**src/rtl/alu_pkg.sv**
```systemverilog
// Shared constants for the ALU front end: operand/opcode/tag widths, ALU opcodes
// and the state encoding used by the decode->execute operand latch.
package alu_pkg;

   localparam int ALU_DATA_W  = 32;
   localparam int ALU_OP_W    = 5;
   localparam int ALU_REG_W   = 5;
   localparam int ALU_SHAMT_W = 5;

   localparam logic [ALU_OP_W-1:0] OP_AND = 5'd0;
   localparam logic [ALU_OP_W-1:0] OP_OR  = 5'd1;
   localparam logic [ALU_OP_W-1:0] OP_ADD = 5'd2;
   localparam logic [ALU_OP_W-1:0] OP_SLL = 5'd3;
   localparam logic [ALU_OP_W-1:0] OP_SRL = 5'd4;

   // The encoding doubles as the occupancy count.
   typedef enum logic [1:0] {
      ST_EMPTY = 2'd0,
      ST_ONE   = 2'd1,
      ST_TWO   = 2'd2
   } dx_state_e;

endpackage

```
**src/rtl/dx_fwd_mux.sv**
```systemverilog
// Per-source operand select: newest in-flight writer (X/M) beats the older one (M/W),
// which beats the register-file value. Tag 0 is hardwired and never forwarded.
module dx_fwd_mux #(
   parameter int DATA_W = alu_pkg::ALU_DATA_W,
   parameter int REG_W  = alu_pkg::ALU_REG_W
) (
   input  logic [REG_W-1:0]  src_tag,
   input  logic [DATA_W-1:0] reg_data,
   input  logic              xm_wen,
   input  logic [REG_W-1:0]  xm_rd,
   input  logic [DATA_W-1:0] xm_data,
   input  logic              mw_wen,
   input  logic [REG_W-1:0]  mw_rd,
   input  logic [DATA_W-1:0] mw_data,
   output logic [DATA_W-1:0] fwd_data
);

   // NOTE: every output of an always_comb gets a default first so no path infers a latch.
   always_comb begin
      fwd_data = reg_data;
      if (src_tag != '0) begin
         if (xm_wen && (xm_rd == src_tag)) begin
            fwd_data = xm_data;
         end else if (mw_wen && (mw_rd == src_tag)) begin
            fwd_data = mw_data;
         end
      end
   end

endmodule

```
**src/rtl/dx_operand_latch.sv**
```systemverilog
// Decode->execute operand stage: 2-entry skid buffer with registered in_ready and sync flush.
// Define DX_FWD_EN to add X/M and M/W operand forwarding at capture time.
module dx_operand_latch
   import alu_pkg::*;
#(
   parameter int DATA_W = ALU_DATA_W,
   parameter int OP_W   = ALU_OP_W,
   parameter int REG_W  = ALU_REG_W
) (
   input  logic              clock,
   input  logic              reset_n,
   input  logic              flush,
   input  logic              in_valid,
   output logic              in_ready,
   input  logic [DATA_W-1:0] in_a,
   input  logic [DATA_W-1:0] in_b,
   input  logic [OP_W-1:0]   in_op,
   input  logic [4:0]        in_shamt,
   input  logic [REG_W-1:0]  in_rd,
   input  logic [REG_W-1:0]  in_rs1,
   input  logic [REG_W-1:0]  in_rs2,
`ifdef DX_FWD_EN
   input  logic              xm_wen,
   input  logic [REG_W-1:0]  xm_rd,
   input  logic [DATA_W-1:0] xm_data,
   input  logic              mw_wen,
   input  logic [REG_W-1:0]  mw_rd,
   input  logic [DATA_W-1:0] mw_data,
`endif
   output logic              out_valid,
   input  logic              out_ready,
   output logic [DATA_W-1:0] out_a,
   output logic [DATA_W-1:0] out_b,
   output logic [OP_W-1:0]   out_op,
   output logic [4:0]        out_shamt,
   output logic [REG_W-1:0]  out_rd,
   output logic [1:0]        occupancy
);

   typedef struct packed {
      logic [OP_W-1:0]   op;
      logic [4:0]        shamt;
      logic [REG_W-1:0]  rd;
      logic [DATA_W-1:0] a;
      logic [DATA_W-1:0] b;
   } payload_t;

   dx_state_e   state_q, state_d;
   logic        in_ready_q, in_ready_d;
   logic        out_valid_q, out_valid_d;
   payload_t    main_q, main_d;
   payload_t    skid_q, skid_d;

   logic [DATA_W-1:0] cap_a;
   logic [DATA_W-1:0] cap_b;
   payload_t          cap;
   logic              in_fire;
   logic              out_fire;

`ifdef DX_FWD_EN
   dx_fwd_mux #(.DATA_W(DATA_W), .REG_W(REG_W)) u_fwd_a (
      .src_tag  (in_rs1),
      .reg_data (in_a),
      .xm_wen   (xm_wen),
      .xm_rd    (xm_rd),
      .xm_data  (xm_data),
      .mw_wen   (mw_wen),
      .mw_rd    (mw_rd),
      .mw_data  (mw_data),
      .fwd_data (cap_a)
   );

   dx_fwd_mux #(.DATA_W(DATA_W), .REG_W(REG_W)) u_fwd_b (
      .src_tag  (in_rs2),
      .reg_data (in_b),
      .xm_wen   (xm_wen),
      .xm_rd    (xm_rd),
      .xm_data  (xm_data),
      .mw_wen   (mw_wen),
      .mw_rd    (mw_rd),
      .mw_data  (mw_data),
      .fwd_data (cap_b)
   );
`else
   // Source tags only matter when forwarding is built in.
   logic unused_src_tags;
   assign unused_src_tags = ^{in_rs1, in_rs2};
   assign cap_a = in_a;
   assign cap_b = in_b;
`endif

   assign cap      = '{op: in_op, shamt: in_shamt, rd: in_rd, a: cap_a, b: cap_b};
   assign in_fire  = in_valid & in_ready_q;
   assign out_fire = out_valid_q & out_ready;

   // Main always holds the oldest entry; skid only fills while main is stalled.
   always_comb begin
      state_d = state_q;
      main_d  = main_q;
      skid_d  = skid_q;
      if (flush) begin
         state_d = ST_EMPTY;
      end else begin
         case (state_q)
            ST_EMPTY: begin
               if (in_fire) begin
                  state_d = ST_ONE;
                  main_d  = cap;
               end
            end
            ST_ONE: begin
               if (in_fire && !out_fire) begin
                  state_d = ST_TWO;
                  skid_d  = cap;
               end else if (in_fire && out_fire) begin
                  main_d  = cap;
               end else if (out_fire) begin
                  state_d = ST_EMPTY;
               end
            end
            ST_TWO: begin
               if (out_fire) begin
                  state_d = ST_ONE;
                  main_d  = skid_q;
               end
            end
            default: state_d = ST_EMPTY;
         endcase
      end
      in_ready_d  = (state_d != ST_TWO);
      out_valid_d = (state_d != ST_EMPTY);
   end

   // NOTE: sequential state uses non-blocking assignments so all flops update together.
   // NOTE: payload registers are reset too, so out_* read zero before the first capture.
   always_ff @(posedge clock or negedge reset_n) begin
      if (!reset_n) begin
         state_q     <= ST_EMPTY;
         in_ready_q  <= 1'b1;
         out_valid_q <= 1'b0;
         main_q      <= '0;
         skid_q      <= '0;
      end else begin
         state_q     <= state_d;
         in_ready_q  <= in_ready_d;
         out_valid_q <= out_valid_d;
         main_q      <= main_d;
         skid_q      <= skid_d;
      end
   end

   assign in_ready  = in_ready_q;
   assign out_valid = out_valid_q;
   assign out_a     = main_q.a;
   assign out_b     = main_q.b;
   assign out_op    = main_q.op;
   assign out_shamt = main_q.shamt;
   assign out_rd    = main_q.rd;
   assign occupancy = state_q;

endmodule
```
**config.mk**
```make
export PLATFORM = sky130hd
export DESIGN_NAME = dx_operand_latch
export DESIGN_NICKNAME = d
export VERILOG_FILES = /design/src/rtl/alu_pkg.sv /design/src/rtl/dx_fwd_mux.sv /design/src/rtl/dx_operand_latch.sv
export SDC_FILE = /design/constraint.sdc
export NUM_CORES = 1
export LEC_CHECK = 0
export BUFFER_PORTS_ARGS = -buffer_cell sky130_fd_sc_hd__buf_2
export CAP_MARGIN = 10
export CORE_MARGIN = 1
export CORE_UTILIZATION = 48
export DETAILED_ROUTE_END_ITERATION = 6
export PLACE_DENSITY = 0.81
export RECOVER_POWER = 100
export SYNTH_ARGS = -nofsm -noshare
export SYNTH_HDL_FRONTEND = slang
export SYNTH_HIERARCHICAL = 1
export SYNTH_SLANG_ARGS = --single-unit
```
**constraint.sdc**
```tcl
create_clock -name clock -period 1.61 [get_ports clock]
set_input_delay 0.322 -clock clock [delete_from_list [all_inputs] [get_ports clock]]
set_output_delay 0.322 -clock clock [all_outputs]
set_load 0.01 [all_outputs]
```
==> impl_metrics.tcl, run 1 <==
set metrics [dict create \
    grt_pass1_wl_um 23200 \
    cp.arrival_ps 2080 \
    finalCriticalPeriod_ps 1780 \
    slew-limit-headroom_pct 28.1 \
    hp-class "input pin to register" \
    power_w 0.0145 \
    ios 177 \
    yosysSeqAreaShare_pct 58.0 \
    crit_path_end_kind "register" \
    synth_area_sq_um 6990 \
    grtUsageTotal_pct 20.3 \
    power_switching_w 0.00411 \
    rows 43 \
    synth_cell_type_count 22 \
    final_nets 731 \
    grt_max_degree 43 \
    power.clock.fraction_pct 27.2 \
    first_pass_iters 4 \
    fill_cells 1038 \
    fin_crit_sh_pct 111 \
    critPathLaunchType "register" \
    portBuffers 166 \
    intPower_w 0.0104 \
    cts.htree.levels 4 \
    finalSetupViolations 157 \
    hpwl_um 9930 \
    routabilityCongestion 0.749 \
    start_util_pct 49.8 \
    die_w_um 123 \
    grt_pass1_vias 4666 \
    max-vdd-ir-drop_mv 0.767 \
    synth_seq_cells 162 \
    combinationalPowerShare_pct 26.8 \
    cts_sinks 162 \
    syn_inst 440 \
    cts_tree "yes" \
    path_clk_slew_ps 60 \
    rsz0062_at_grt "yes" \
    yosys_warnings 6 \
    cts_buffer_depth 2 \
    grt_overflow 0 \
    dpl_worst_slack_ps -228 \
    wl_per_cell_um 18.4 \
    initialDrtViolationCount 146 \
    worst_pin_slew_ps 1080 \
    drv_slew 0 \
    final_cell_count_no_fill 830 \
    cap_violations 0 \
    syn_to_final_growth_pct 30.4 \
    numCtsBuffers 17 \
    die_h_um 123 \
    power_frac_seq_pct 46.0 \
    drc_errors 0 \
    viasPerCell 5.22 \
    num_antenna_cells 0 \
    critPathKind "register to register" \
    setup_slack_ps -172 \
    clock_skew_ps 9.52 \
    coreArea_sq_um 14000 \
    drt_wl_total_um 15200 \
    clock_latency_ps 420 \
    status "finished, violations left" \
    p_leak_nw 4.09 \
    clock.fmax_mhz 561 \
    syn_nets 534 \
    dp.cells 791 \
    drive_above_1_share_pct 61.2 \
    vias 4332 \
    die-area_sq_um 15000 \
    violations "negative setup slack" \
    worst-path-max-fanout 31 \
    root_buffer "clkbuf_16" \
    cp.required_ps 1910 \
    p_sw_share_pct 28.3 \
    postRouteAntennaNets 0 \
    antenna_found_initial 0 \
    hold_viol_final 0 \
    synth.avg_cell_area_sq_um 15.9 \
    r2r_slack_ps -170 \
    powerDensity_nw_per_um2 1590 \
]
[path summary, 6_finish.rpt]
| path | startpoint | to | cells after the start |
|---|---|---|---|
| worst max register to register | in_ready$_DFF_PN1_ | skid_q[13]$_DFFE_PN0P_ | 6 |
| worst min register to register | skid_q[65]$_DFFE_PN0P_ | skid_q[65]$_DFFE_PN0P_ | 1 |
| worst max-delay path | in_ready$_DFF_PN1_ | skid_q[13]$_DFFE_PN0P_ | 6 |
| min in group asynchronous | reset_n | skid_q[17]$_DFFE_PN0P_ | 2 |
| max in group asynchronous | reset_n | out_a[11]$_DFFE_PN0P_ | 3 |
| worst min-delay path | flush | out_valid$_DFF_PN0_ | 2 |
[kinds of logic after synthesis]
group / count (synthesis) / synth area share (%)
AOI/OAI and AO/OA: 6 / 0.895
xor gates and xnor gates: 1 / 0.125
buffers and inverters: 26 / 2.01
DFF: 162 / 58.0
muxes: 237 / 38.2
and+or+nand+nor: 8 / 0.735
[state kept, by name, indices dropped and copies added (netlist names)]
register   flops
occupancy      2
in_ready       1
out_op         5
out_rd         5
out_a         32
skid_q        79
out_valid      1
out_b         32
out_shamt      5
[cell usage after synthesis (all sizes together)]
library cell / count / area share (%)
a211oi: 1 / 0.11
o32ai: 1 / 0.39
xor2: 1 / 0.13
o21ai: 1 / 0.072
a21oi: 1 / 0.072
dfrtp: 161 / 58
buf: 19 / 1.6
a21boi: 1 / 0.16
nand2: 2 / 0.11
nor3b: 1 / 0.11
or2: 1 / 0.090
o22ai: 1 / 0.090
and4b: 1 / 0.14
inv: 1 / 0.054
clkbuf: 6 / 0.32
dfstp: 1 / 0.38
nand2b: 1 / 0.090
nand3b: 1 / 0.11
mux2: 237 / 38
nor2b: 1 / 0.090
[worst max-delay path, cell delays in order (launching register included)]
cell	delay, ps
dfstp_2	540
buf_4	100
buf_4	90
and4b_1	250
nand2_4	150
buf_12	220
mux2_2	290
[power groups by stage]
stage	registers, W	clock network, W	logic [W]
2_1_floorplan	0.00681	0	0.00202
3_3_place_gp	0.00650	0	0.00364
3_5_place_dp	0.00666	0	0.00380
4_1_cts	0.00662	0.00403	0.00396
5_1_grt	0.00687	0.00419	0.00423
6_report	0.00667	0.00395	0.00389
[metrics by stage]
step	setup TNS, ps	hold WS, ps	util (%)	area [sq um]
2_1_floorplan	-7160	26.4	-	7050
6_report	-19880	111	64.9	9110
4_1_cts	-16920	97.0	64.4	9040
5_1_grt	-28360	106	64.9	9110
3_3_place_gp	-14530	259	59.4	8340
3_5_place_dp	-17500	268	59.4	8340
[per-layer routing]
| layer | wire [um] | up-vias | GRT usage (%) |
|---|---|---|---|
| li1 | - | 1983 | - |
| met5 | 0 | - | 0 |
| met1 | 6450 | 2210 | 24.6 |
| met2 | 7690 | 124 | 34.2 |
| met4 | 202 | 0 | 7.24 |
| met3 | 890 | 15 | 5.95 |
[layout make-up]
cell class	instances	area (sq um)	share of cell area [%]
clock buffer	19	443	4.86
clock inverter	13	136	1.50
inverter	1	3.75	0.0412
multi-input combinational	252	3020	33.1
sequential	162	4060	44.5
tap	180	225	2.47
timing repair buffer	203	1230	13.5
[what timing repair did]
item                                   CTS  global route
buffers inserted                         2             0
endpoints found under the hold margin   33             0
hold buffers                             1             0
setup endpoints to repair              150           158
resized for setup                       26            24
gates cloned                             0             4
[cells in the final DEF (no fill, tap or decap), types with 2 or more instances in the layout]
master      count
dfrtp_1       160
mux2_2        182
mux2_4         55
buf_6           3
clkbuf_16      20
clkinvlp_4      4
buf_12         12
clkbuf_4        2
buf_4          14
clkbuf_1       81
bufinv_16       2
clkinv_4        2
clkinv_2        4
buf_2          86
(Power assumes the default switching activity.)
==> run 2, diff against run 1 <==
--- a/config.mk
+++ b/config.mk
@@ -7,6 +7,7 @@
 export LEC_CHECK = 0
 export BUFFER_PORTS_ARGS = -buffer_cell sky130_fd_sc_hd__buf_2
 export CAP_MARGIN = 10
+export CORE_ASPECT_RATIO = 0.6
 export CORE_MARGIN = 1
 export CORE_UTILIZATION = 48
 export DETAILED_ROUTE_END_ITERATION = 6
@@ -14,5 +15,4 @@
 export RECOVER_POWER = 100
 export SYNTH_ARGS = -nofsm -noshare
 export SYNTH_HDL_FRONTEND = slang
-export SYNTH_HIERARCHICAL = 1
 export SYNTH_SLANG_ARGS = --single-unit
==> run 2 against run 1 <==
- the flow still finishes with violations (negative setup slack)
- critical path depth stayed put
- wire length is 13% higher
- sequential share of layout area is 2.1 points lower
- die area is 0.11% higher
- combinational power is 6.2% higher
- register-to-register slack worse by 30 ps
- flip-flop and latch count stayed put
- cell area is 4.9% higher
- via count is 2.3% higher
- maximum frequency is 1.6% lower
- clock skew is 1.5 ps higher
- critical path type unchanged
- largest power group unchanged
==> impl_metrics.tcl, run 2 <==
set metrics [dict create \
    status "finished, violations left" \
    violations "negative setup slack" \
    reg2reg_to "skid_q[70]$_DFFE_PN0P_" \
    die_h_um 95.5 \
    yosys-top-cells-count "mux2_2 (234), dfrtp_1 (161), buf_2 (16)" \
    synth_mux_area_share_pct 38.2 \
    synthTopCellsByArea "dfrtp_1 (58%), mux2_2 (38%), buf_2 (1.1%)" \
    async_reset_ff_share_pct 100 \
    synth_seq_cells 162 \
    yosysTopAreaCellShare_pct 57.7 \
    synthAdderAreaFrac_pct 0 \
    portBuffers 166 \
    layout_common_cells "mux2_2 (207), buf_2 (164), dfrtp_1 (159)" \
    power_frac_seq_pct 46.0 \
    final_cell_count_no_fill 856 \
    synth_edf_count 0 \
    finalCriticalPeriod_ps 1810 \
    p_sw_share_pct 29.0 \
    worst-path-max-fanout 6 \
    cp.required_ps 1890 \
    cp.arrival_ps 2090 \
    slew-limit-headroom_pct 45.6 \
    start_util_pct 50.2 \
    drv_slew 0 \
    synth-simple-area-share_pct 0.734 \
    critPathLaunch "in_ready$_DFF_PN1_" \
    p_leak_nw 4.43 \
    dp.cells 793 \
    synth_most_common_cell "mux2_2" \
    fin_crit_sh_pct 112 \
    drc_errors 0 \
    antenna_found_initial 2 \
    top_register "skid_q" \
    syn_nets 534 \
    yosys_most_used_dff "dfrtp_1" \
    cts.htree.levels 4 \
    ios 177 \
    power_w 0.0145 \
    crit_path_end_kind "register" \
    path_clk_slew_ps 70 \
    die-area_sq_um 15100 \
    power.clock.fraction_pct 25.6 \
    postRouteAntennaNets 0 \
    viasPerCell 5.18 \
    syn_inst 440 \
    grtUsageTotal_pct 22.9 \
    largest_reg_flops 79 \
    clock_latency_ps 410 \
    initialDrtViolationCount 166 \
    drive_above_1_share_pct 74.4 \
    cts_sinks 162 \
    clock_skew_ps 11.1 \
    cap_violations 0 \
    first_pass_iters 4 \
    drt_wl_total_um 17200 \
    final_common_cell "mux2_2" \
    grt_max_degree 55 \
    rows 33 \
    finalSetupViolations 158 \
    rr_worst_depth 6 \
    crit_path_end "skid_q[70]$_DFFE_PN0P_" \
    grt_pass1_wl_um 25600 \
    numCtsBuffers 17 \
    routabilityCongestion 0.744 \
    hold_viol_final 0 \
    synth_compound_area_share_pct 0.895 \
    yosys_warnings 0 \
    final_util_pct 68.7 \
    worst_pin_slew_ps 816 \
    powerDensity_nw_per_um2 1520 \
    hp-class "input pin to register" \
    grt_overflow 0 \
    synth_top_area_cell "dfrtp_1" \
    r2r_slack_ps -200 \
    critPathKind "register to register" \
    vias 4431 \
    syn_to_final_growth_pct 36.8 \
    grt_pass1_vias 4733 \
    num_antenna_cells 0 \
    power_switching_w 0.00420 \
    synth_area_sq_um 6990 \
    rsz0062_at_grt "yes" \
    cts_buffer_depth 2 \
    cts_tree "yes" \
    synth_cell_type_count 22 \
    max-vdd-ir-drop_mv 0.785 \
    die_w_um 158 \
    root_buffer "clkbuf_16" \
    yosysSeqAreaShare_pct 58.0 \
    hpwl_um 9890 \
    intPower_w 0.0103 \
    coreArea_sq_um 13900 \
    r2r-start "in_ready$_DFF_PN1_" \
    synth-xor-area-share_pct 0.125 \
    setup_slack_ps -201 \
    critPathLaunchType "register" \
    wl_per_cell_um 20.1 \
    final_nets 745 \
    synth_top_family_by_area "multiplexers" \
    clock.fmax_mhz 552 \
    combinationalPowerShare_pct 28.4 \
    synth.avg_cell_area_sq_um 15.9 \
]
-- run 2: through the flow --
step | setup WS (ps) | TNS, ps | hold WS [ps] | area [sq um]
2_1_floorplan | -124 | -7160 | 26.4 | 7050
3_3_place_gp | -231 | -17410 | 225 | 8230
3_5_place_dp | -282 | -21500 | 227 | 8230
4_1_cts | -195 | -21650 | 106 | 9280
5_1_grt | -241 | -30950 | 134 | 9560
6_report | -201 | -24170 | 154 | 9560
-- run 2: worst max-delay path, cell delays in order (launching register included) --
cell	delay [ps]
dfstp_2	570
buf_6	110
and4b_2	290
nand2_8	100
buf_12	180
buf_16	140
mux2_2	280
-- run 2: repair_timing --
item / 4_1_cts / 5_1_grt
hold buffers: 1 / 0
endpoints found under the setup margin: 158 / 159
setup buffers: 9 / 5
pin swaps: 1 / 1
gates cloned: 12 / 7
resized for setup: 30 / 28
endpoints found under the hold margin: 25 / 0
-- run 2: cell type report --
type | instances | area [sq um]
Multi-Input combinational cell | 252 | 2950
Fill cell | 956 | 4360
Clock inverter | 12 | 97.6
Sequential cell | 162 | 4060
Timing Repair Buffer | 217 | 1760
Tap cell | 192 | 240
Inverter | 1 | 3.75
Clock buffer | 20 | 447
-- run 2: worst min path at each step --
stage | startpoint | endpoint | slack [ps] | cells past startpoint
after floorplan | reset_n | occupancy[0]$_DFF_PN0_ | 30 | 0
after global placement | reset_n | skid_q[36]$_DFFE_PN0P_ | 220 | 1
after detailed placement | reset_n | skid_q[33]$_DFFE_PN0P_ | 230 | 1
after CTS | flush | out_valid$_DFF_PN0_ | 110 | 2
final | in_a[25] | skid_q[57]$_DFFE_PN0P_ | 150 | 2
after global routing | in_b[8] | skid_q[8]$_DFFE_PN0P_ | 130 | 2
-- run 2: kinds of logic after synthesis --
family / Yosys count
flip-flops: 162
buffers and inverters: 26
AND/OR/NAND/NOR: 8
XOR/XNOR: 1
multiplexers: 237
AO/OA/AOI/OAI: 6
-- run 2: power groups by stage --
stage          logic (W)  registers [W]  clock network (W)
3_3_place_gp     0.00357        0.00650                  0
5_1_grt          0.00445        0.00686            0.00396
4_1_cts          0.00400        0.00663            0.00379
3_5_place_dp     0.00374        0.00667                  0
2_1_floorplan    0.00202        0.00681                  0
6_report         0.00413        0.00667            0.00371
-- run 2: per-layer routing --
layer	GRT usage, %	part of all wire [%]	wire length [um]	up-vias
met5	0	0.046	8	-
met4	6.39	0.75	129	2
met3	7.68	6.1	1050	10
met2	38.6	50	8550	118
met1	28.3	43	7480	2276
li1	-	-	-	2025
==> run 3, diff against run 2 <==
--- a/config.mk
+++ b/config.mk
@@ -12,7 +12,7 @@
 export CORE_UTILIZATION = 48
 export DETAILED_ROUTE_END_ITERATION = 6
 export PLACE_DENSITY = 0.81
-export RECOVER_POWER = 100
 export SYNTH_ARGS = -nofsm -noshare
 export SYNTH_HDL_FRONTEND = slang
+export SYNTH_HIERARCHICAL = 1
 export SYNTH_SLANG_ARGS = --single-unit
==> run 3 against run 2 <==
- the flow still finishes with violations (negative setup slack)
- die area unchanged
- core utilization grew 0.17 points
- first-iteration DRC count rose by 7.2%
- total power is essentially flat
- sequential share of layout area down 0.11 points
- register-to-register slack hardly changed
- clock power is essentially flat
- final cell count did not move
- combinational power about the same
- critical endpoint unchanged
- largest cell class unchanged
- largest power group unchanged
- highest routed layer unchanged
==> impl_metrics.tcl, run 3 (same netlist as run 1, synthesis figures left out) <==
set metrics [dict create \
    reg2reg_to "skid_q[70]$_DFFE_PN0P_" \
    rr_worst_depth 6 \
    vias 4429 \
    slew-limit-headroom_pct 78.6 \
    viasPerCell 5.17 \
    power_frac_seq_pct 45.9 \
    rsz0062_at_grt "yes" \
    cts_tree "yes" \
    final_common_cell "mux2_2" \
    path_clk_slew_ps 70 \
    slowest_stage "dfstp_2" \
    worst-path-max-fanout 6 \
    initialDrtViolationCount 178 \
    cts_sinks 162 \
    hold_viol_final 0 \
    drc_errors 0 \
    grt_overflow 0 \
    min_from "in_a[25]" \
    portBuffers 166 \
    first_pass_iters 4 \
    grtUsageTotal_pct 22.9 \
    cp.required_ps 1890 \
    fin_crit_sh_pct 112 \
    p_leak_nw 4.44 \
    setup_slack_ps -201 \
    path_cells "buf_6 > and4b_2 > nand2_8 > buf_12 > buf_16 > mux2_2" \
    combinationalPowerShare_pct 28.5 \
    cp.arrival_ps 2090 \
    whs_endpoint "skid_q[57]$_DFFE_PN0P_" \
    grt_pass1_wl_um 25600 \
    power_switching_w 0.00421 \
    die-area_sq_um 15100 \
    worst_pin_slew_ps 321 \
    syn_to_final_growth_pct 37.2 \
    ios 177 \
    finalCriticalPeriod_ps 1810 \
    final_nets 745 \
    drv_slew 0 \
    clock_skew_ps 11.1 \
    placement.cell_area_sq_um 8230 \
    clock_latency_ps 410 \
    powerDensity_nw_per_um2 1520 \
    max-vdd-ir-drop_mv 0.785 \
    hpwl_um 9890 \
    hp-class "input pin to register" \
    status "finished, violations left" \
    largest_reg_flops 79 \
    clock.fmax_mhz 552 \
    antenna_found_initial 2 \
    power.clock.fraction_pct 25.6 \
    start_util_pct 50.2 \
    wl_per_cell_um 20.1 \
    cap_violations 0 \
    intPower_w 0.0103 \
    dpl_worst_slack_ps -282 \
    fill_cells 949 \
    final_area_sq_um 9580 \
    p_sw_share_pct 29.0 \
    grt_max_degree 55 \
    numCtsBuffers 17 \
    critPathLaunchType "register" \
    grt_pass1_vias 4733 \
    postRouteAntennaNets 0 \
    routabilityCongestion 0.744 \
    r2r-start "in_ready$_DFF_PN1_" \
    holdPathStages 2 \
    die_h_um 95.5 \
    num_antenna_cells 0 \
    drt_wl_total_um 17200 \
    coreArea_sq_um 13900 \
    cts_buffer_depth 2 \
    crit_path_end_kind "register" \
    cts.htree.levels 4 \
    drive_above_1_share_pct 74.4 \
    root_buffer "clkbuf_16" \
    rows 33 \
    layout_common_cells "mux2_2 (207), buf_2 (164), dfrtp_1 (159)" \
    violations "negative setup slack" \
    finalSetupViolations 158 \
    r2r_slack_ps -200 \
    die_w_um 158 \
    slowest_delay_ps 570 \
    top_register "skid_q" \
    critPathKind "register to register" \
]
==> run 3: repair_timing <==
action,CTS,global route
pin swaps,1,1
hold buffers,1,0
setup buffers,9,5
endpoints found under the hold margin,25,0
cloned,12,7
gates resized for setup,30,28
endpoints found under the setup margin,158,159
==> run 3: layout make-up <==
cell class              instances  area, sq um  area share (%)
flip-flops and latches        162         4060            42.3
inverters                       1         3.75          0.0392
clock buffers                  20          447            4.66
repair buffers                217         1790            18.6
clock inverters                12         97.6            1.02
multi-input cells             252         2950            30.8
well taps                     192          240            2.51
==> run 3: per-stage QoR <==
step	total power [W]	utilization, %	instances	TNS [ps]	hold slack (ps)
CTS	0.0144	66.7	847	-21650	106
global placement	0.0101	59.2	793	-17410	225
finish	0.0145	68.9	856	-24140	154
floorplan	0.00883	-	440	-7160	26.4
detailed placement	0.0104	59.2	793	-21500	227
global route	0.0153	68.9	856	-30950	134
==> run 3: routing by layer <==
| layer | vias to the layer above | share of wire, % | track usage [%] |
|---|---|---|---|
| met5 | - | 0.046 | 0 |
| li1 | 2023 | - | - |
| met3 | 10 | 6.2 | 7.68 |
| met2 | 121 | 50 | 38.6 |
| met4 | 2 | 0.75 | 6.39 |
| met1 | 2273 | 43 | 28.3 |
==> run 3: worst max path at each step <==
stage	start	end	depth (start not counted)
final	in_ready$_DFF_PN1_	skid_q[70]$_DFFE_PN0P_	6
after global routing	in_ready$_DFF_PN1_	skid_q[70]$_DFFE_PN0P_	6
after CTS	occupancy[1]$_DFF_PN0_	out_a[12]$_DFFE_PN0P_	6
after detailed placement	flush	out_op[0]$_DFFE_PN0P_	5
after global placement	flush	out_b[2]$_DFFE_PN0P_	5
after floorplan	in_ready$_DFF_PN1_	out_a[0]$_DFFE_PN0P_	5
==> run 3: critical path, delay by kind of cell, from the launching register on <==
family,cells,cell delay [ps]
flops,1,570
buf+inv,3,430
simple gates,2,390
mux,1,280
==> run 3: power by group through the flow <==
| stage | registers [W] | clock network (W) | logic [W] |
|---|---|---|---|
| 3_3_place_gp | 0.00650 | 0 | 0.00357 |
| 6_report | 0.00667 | 0.00371 | 0.00414 |
| 3_5_place_dp | 0.00667 | 0 | 0.00374 |
| 4_1_cts | 0.00663 | 0.00379 | 0.00400 |
| 5_1_grt | 0.00686 | 0.00396 | 0.00446 |
| 2_1_floorplan | 0.00681 | 0 | 0.00202 |
